[src/rtl/spi_sd_responder.sv]
// Minimal SPI-mode SD card stand-in: oversamples the master's SPI pins, frames
// 6-byte commands, decodes a small command subset and answers with R1 after an Ncr gap.
module spi_sd_responder #(
  parameter int NCR_BYTES = 1
) (
  input  logic        clock,
  input  logic        reset_n,
  input  logic        sclk,
  input  logic        mosi,
  output logic        miso,
  input  logic        cs_n,
  output logic        cmd_v,
  output logic [5:0]  cmd_idx,
  output logic [31:0] cmd_arg,
  output logic        idle_o
);

  typedef enum logic [1:0] {HUNT, CMD, NCR, RESP} state_t;

  localparam logic [3:0] NCR_LAST = (NCR_BYTES > 0) ? 4'(NCR_BYTES - 1) : 4'd0;

  state_t      state, state_nxt;
  logic [2:0]  sclk_sy;
  logic [1:0]  mosi_sy, cs_sy;
  logic [6:0]  rx;
  logic [2:0]  bit_cnt;
  logic [3:0]  byte_cnt;
  logic [7:0]  tx, r1;
  logic [5:0]  idx_buf;
  logic [31:0] arg_buf;
  logic        idle, app;

  logic        rise, fall, cs_hi, byte_done, cmd_done;
  logic [7:0]  rx_byte, out_byte, r1_nxt;
  logic        idle_nxt, app_nxt;

  always_ff @(posedge clock or negedge reset_n) begin
    if (!reset_n) begin
      sclk_sy <= 3'b000;
      mosi_sy <= 2'b11;
      cs_sy   <= 2'b11;
    end else begin
      sclk_sy <= {sclk_sy[1:0], sclk};
      mosi_sy <= {mosi_sy[0], mosi};
      cs_sy   <= {cs_sy[0], cs_n};
    end
  end

  assign rise      = sclk_sy[1] & ~sclk_sy[2];
  assign fall      = ~sclk_sy[1] & sclk_sy[2];
  assign cs_hi     = cs_sy[1];
  assign rx_byte   = {rx, mosi_sy[1]};
  assign byte_done = rise & (bit_cnt == 3'd7) & ~cs_hi;
  assign cmd_done  = byte_done & (state == CMD) & (byte_cnt == 4'd5);
  assign out_byte  = (state == RESP) ? r1 : 8'hFF;

  always_ff @(posedge clock or negedge reset_n) begin
    if (!reset_n) state <= HUNT;
    else          state <= state_nxt;
  end

  always_comb begin
    state_nxt = state;
    if (byte_done) begin
      case (state)
        HUNT: if (rx_byte[7:6] == 2'b01) state_nxt = CMD;
        CMD:  if (byte_cnt == 4'd5) state_nxt = (NCR_BYTES == 0) ? RESP : NCR;
        NCR:  if (byte_cnt == NCR_LAST) state_nxt = RESP;
        RESP: state_nxt = HUNT;
        default: state_nxt = HUNT;
      endcase
    end
    if (cs_hi) state_nxt = HUNT;
  end

  // R1 decode on the final (CRC/stop) byte; a bad stop bit leaves idle/app untouched
  always_comb begin
    idle_nxt = idle;
    app_nxt  = app;
    r1_nxt   = 8'h04 | {7'b0, idle};
    if (!rx_byte[0]) begin
      r1_nxt = 8'h08 | {7'b0, idle};
    end else begin
      app_nxt = 1'b0;
      case (idx_buf)
        6'd0: begin
          idle_nxt = 1'b1;
          r1_nxt   = 8'h01;
        end
        6'd55: begin
          app_nxt = 1'b1;
          r1_nxt  = {7'b0, idle};
        end
        6'd41: begin
          if (app) begin
            idle_nxt = 1'b0;
            r1_nxt   = 8'h00;
          end
        end
        6'd8, 6'd58: r1_nxt = {7'b0, idle};
        default: r1_nxt = 8'h04 | {7'b0, idle};
      endcase
    end
  end

  always_ff @(posedge clock or negedge reset_n) begin
    if (!reset_n) begin
      rx       <= '0;
      bit_cnt  <= '0;
      byte_cnt <= '0;
      tx       <= 8'hFF;
      miso     <= 1'b1;
      idx_buf  <= '0;
      arg_buf  <= '0;
      r1       <= 8'hFF;
      idle     <= 1'b1;
      app      <= 1'b0;
      cmd_v    <= 1'b0;
      cmd_idx  <= '0;
      cmd_arg  <= '0;
    end else begin
      cmd_v <= cmd_done;
      if (cmd_done) begin
        cmd_idx <= idx_buf;
        cmd_arg <= arg_buf;
        idle    <= idle_nxt;
        app     <= app_nxt;
        r1      <= r1_nxt;
      end
      if (cs_hi) begin
        rx       <= '0;
        bit_cnt  <= '0;
        byte_cnt <= '0;
        tx       <= 8'hFF;
        miso     <= 1'b1;
      end else begin
        if (rise) begin
          rx      <= rx_byte[6:0];
          bit_cnt <= bit_cnt + 3'd1;
        end
        if (byte_done) begin
          case (state)
            HUNT: if (rx_byte[7:6] == 2'b01) begin
              idx_buf  <= rx_byte[5:0];
              byte_cnt <= 4'd1;
            end
            CMD: begin
              if (byte_cnt == 4'd5) byte_cnt <= 4'd0;
              else begin
                arg_buf  <= {arg_buf[23:0], rx_byte};
                byte_cnt <= byte_cnt + 4'd1;
              end
            end
            NCR:     byte_cnt <= byte_cnt + 4'd1;
            default: byte_cnt <= 4'd0;
          endcase
        end
        // bit_cnt==0 on a fall means the preceding rise closed a byte: load the next one
        if (fall) begin
          if (bit_cnt == 3'd0) begin
            tx   <= out_byte;
            miso <= out_byte[7];
          end else begin
            tx   <= {tx[6:0], 1'b1};
            miso <= tx[6];
          end
        end
      end
    end
  end

  assign idle_o = idle;

endmodule

[config.mk]
export PLATFORM = sky130hd
export DESIGN_NAME = spi_sd_responder
export DESIGN_NICKNAME = d
export VERILOG_FILES = /design/src/rtl/spi_sd_responder.sv
export SDC_FILE = /design/constraint.sdc
export NUM_CORES = 1
export LEC_CHECK = 0
export ABC_AREA = 0
export CAP_MARGIN = 0
export CELL_PAD_IN_SITES_DETAIL_PLACEMENT = 1
export CELL_PAD_IN_SITES_GLOBAL_PLACEMENT = 1
export CORE_MARGIN = 3
export CORE_UTILIZATION = 47
export CTS_CLUSTER_SIZE = 12
export DETAILED_ROUTE_END_ITERATION = 8
export GPL_TIMING_DRIVEN = 0
export PLACE_DENSITY = 0.87
export SLEW_MARGIN = 25
export SYNTH_ARGS = -nofsm -noshare
export SYNTH_HDL_FRONTEND = slang
export SYNTH_SLANG_ARGS = --single-unit
[constraint.sdc]
create_clock -name clock -period 2.6 [get_ports clock]
set_input_delay 0.26 -clock clock [delete_from_list [all_inputs] [get_ports clock]]
set_output_delay 0.26 -clock clock [all_outputs]
set_load 0.01 [all_outputs]
==> metrics <==
outcome finished clean; RePlAce Congestion 0.780; gr ovfl total 0; drt wl/cell between 20 and 25 µm; VDD IR max approximately 0.00041 V; Post-synth EDFFs 0; commonest non-fill, non-tap cell in the layout dfrtp_1; vias between 3000 and 4000; initial antenna violation count 0; height of the die ~110 µm; final core utilization about 63%; CTS H-tree lvls 4; RSZ-0062 raised after global routing no; clk slew on worst S/H paths roughly 60 ps; number of top-level pins 46; synth unique cells between 40 and 50; initial drt markers 150; share of cells above drive strength 1 between 30% and 40%; FF-to-FF path depth 5; first-pass GRT wire length approximately 21000 µm; final hold slack 145 ps; Yosys top cell area share between 50% and 60%; Gate Count Post-Synth 351; final setup violation count 0; area of placed instances about 5300 µm²; largest net degree at the start of global routing 74; PortBufs 45; drt total wl 12900 µm; starting density of the core about half; Mapped Nets between 300 and 400; Site Rows 35; Tcrit/Tclk final about nine tenths; Critical Path Start state[0]; Placeable Area 9500 µm²; Worst slew margin about a third; maxcap violations 0; r2r endpoint idx_buf[0]; leakage power around 2.8 nW; r2r startpoint state[0]; most frequent cells in the layout 97 x dfrtp_1, 63 x mux2_2, 44 x clkdlybuf4s50_1, 34 x nand2_1; vias in the first global route 3694; synthesized area roughly 4700 µm²; DR pass1 iterations 4; ys flop type dfrtp_1; clk_lat worst skew around 520 ps; CTS tree yes; Pins Over Slew Limit 0; Mean Syn Cell Area about 13 µm²; CP Launch Type flop; synth top area cells dfrtp_1 52%, mux2_2 15%, dfstp_2 9.5%; DR DRC count 0; Worst Path Required ~3000 ps; worst endpoint data arrival time 2720 ps; DP Wirelength just over 7000 µm; total power roughly 4.4 mW; vias per std cell around 5.6; final hold vios 0; clk root buf clkbuf_8; CP Capture Type flop; Antenna Cells 0; CTS Buffer Depth 2; Yosys top cell by area dfrtp_1; post-synthesis sequential area ratio between 60% and 70%; Setup Buffers After CTS 0; nets@finish ~430; Die Wd 106 µm; fraction of registers with async set/reset 100%; Fin Setup TNS 0 ps; Synth Register Bits about 110; hold crit path type input port to flop; CTS sink count about 110; crit path to idx_buf[0]; cell area after layout approximately 6000 µm²; area delta synth->final 27.6%; die area about 11000 µm²; Synthesis Warnings 0; Min Clock Period, post-route 2330 ps; clock skew about 5.5 ps; critical path peak fanout 7; Antenna Nets Post-Route 0; actual slew at the worst max-slew pin 963 ps; Crit Path Category flop to flop; total track usage approximately 25%; register-to-register setup slack 270 ps; Max Fclk between 400 and 500 MHz; Power Density around 740 nW/µm²; CTS buffer count 17
==> timing repair <==
action,in CTS,in global routing
hold buffers,1,0
endpoints found under the setup margin,0,0
gates resized for setup,0,0
endpoints found under the hold margin,41,0
==> sequential cells by signal, indices dropped and copies added (netlist names), 2 cells and up <==
| name | count |
|---|---|
| arg_buf | 32 |
| cmd_idx | 6 |
| byte_cnt | 4 |
| idx_buf | 6 |
| tx | 7 |
| mosi_sy | 2 |
| r1 | 4 |
| cmd_arg | 32 |
| cs_sy | 2 |
| state | 2 |
| bit_cnt | 3 |
| sclk_sy | 3 |
| rx | 7 |
==> worst min-delay path by stage <==
stage / startpoint / to / slack [ps] / cells after the start
2_1_floorplan: reset_n / app / -40 / 0
3_3_place_gp: sclk_sy[0] / sclk_sy[1] / 340 / 0
3_5_place_dp: reset_n / cmd_arg[21] / 200 / 1
4_1_cts: mosi / mosi_sy[0] / 130 / 1
5_1_grt: mosi / mosi_sy[0] / 130 / 1
6_report: mosi / mosi_sy[0] / 140 / 1
==> report_power, final <==
part	total [mW]	internal, mW	switching [mW]
Combinational	0.0966	0.0256	0.0710
Sequential	1.81	1.79	0.0117
Clock	2.51	1.67	0.841
Total	4.41	3.49	0.924
==> kinds of logic after synthesis <==
logic type | after synthesis | share of synthesized area, %
adders and majority gates | 11 | 2.93
buffers and inverters | 28 | 2.77
DFF | 114 | 61.1
AOI/OAI and AO/OA | 41 | 5.40
and+or+nand+nor | 81 | 8.86
muxes | 76 | 19.0
==> per-stage QoR <==
stage | setup slack, ps | cells
floorplan | 668 | 351
global placement | -2950 | 525
detailed placement | 446 | 526
CTS | 279 | 559
global route | 179 | 559
finish | 275 | 559
==> layer usage <==
| metal | up-vias | GRT usage (%) | part of all wire (%) |
|---|---|---|---|
| li1 | 1361 | - | - |
| met2 | 70 | 44.8 | 54 |
| met5 | - | 0 | 0 |
| met3 | 23 | 5.34 | 2.9 |
| met1 | 1654 | 29.4 | 41 |
| met4 | 0 | 8.51 | 1.9 |
==> worst max-delay path, stage by stage (launching register included) <==
cell and delay (ps):
dfrtp_1 440, inv_1 130, ha_1 240, inv_1 110, nor4_2 840, mux2_2 440
==> synth_stat cells, types with 2 or more instances <==
| master | n |
|---|---|
| dfrtp_1 | 97 |
| nor2_1 | 12 |
| nand3_1 | 3 |
| mux2_4 | 10 |
| o41ai_1 | 2 |
| or3b_2 | 2 |
| nor2b_1 | 3 |
| o311ai_0 | 2 |
| nand2b_1 | 5 |
| buf_6 | 2 |
| nor4b_1 | 2 |
| mux2_1 | 2 |
| a21oi_1 | 20 |
| nand3b_1 | 3 |
| nor3_1 | 7 |
| ha_1 | 11 |
| nand2_1 | 34 |
| a32o_1 | 2 |
| mux2_2 | 63 |
| buf_2 | 5 |
| clkbuf_1 | 6 |
| dfstp_2 | 17 |
| inv_1 | 14 |
| o21ai_0 | 8 |
==> final cells by class <==
class / count / area [µm²]
fillers: 940 / 3500
flip-flops and latches: 114 / 2870
multi-input cells: 209 / 1700
clock buffers: 26 / 563
repair buffers: 47 / 489
well taps: 129 / 161
clock inverters: 6 / 85.1
plain buffers: 14 / 77.6
inverters: 14 / 52.6
(Power assumes the default switching activity.)
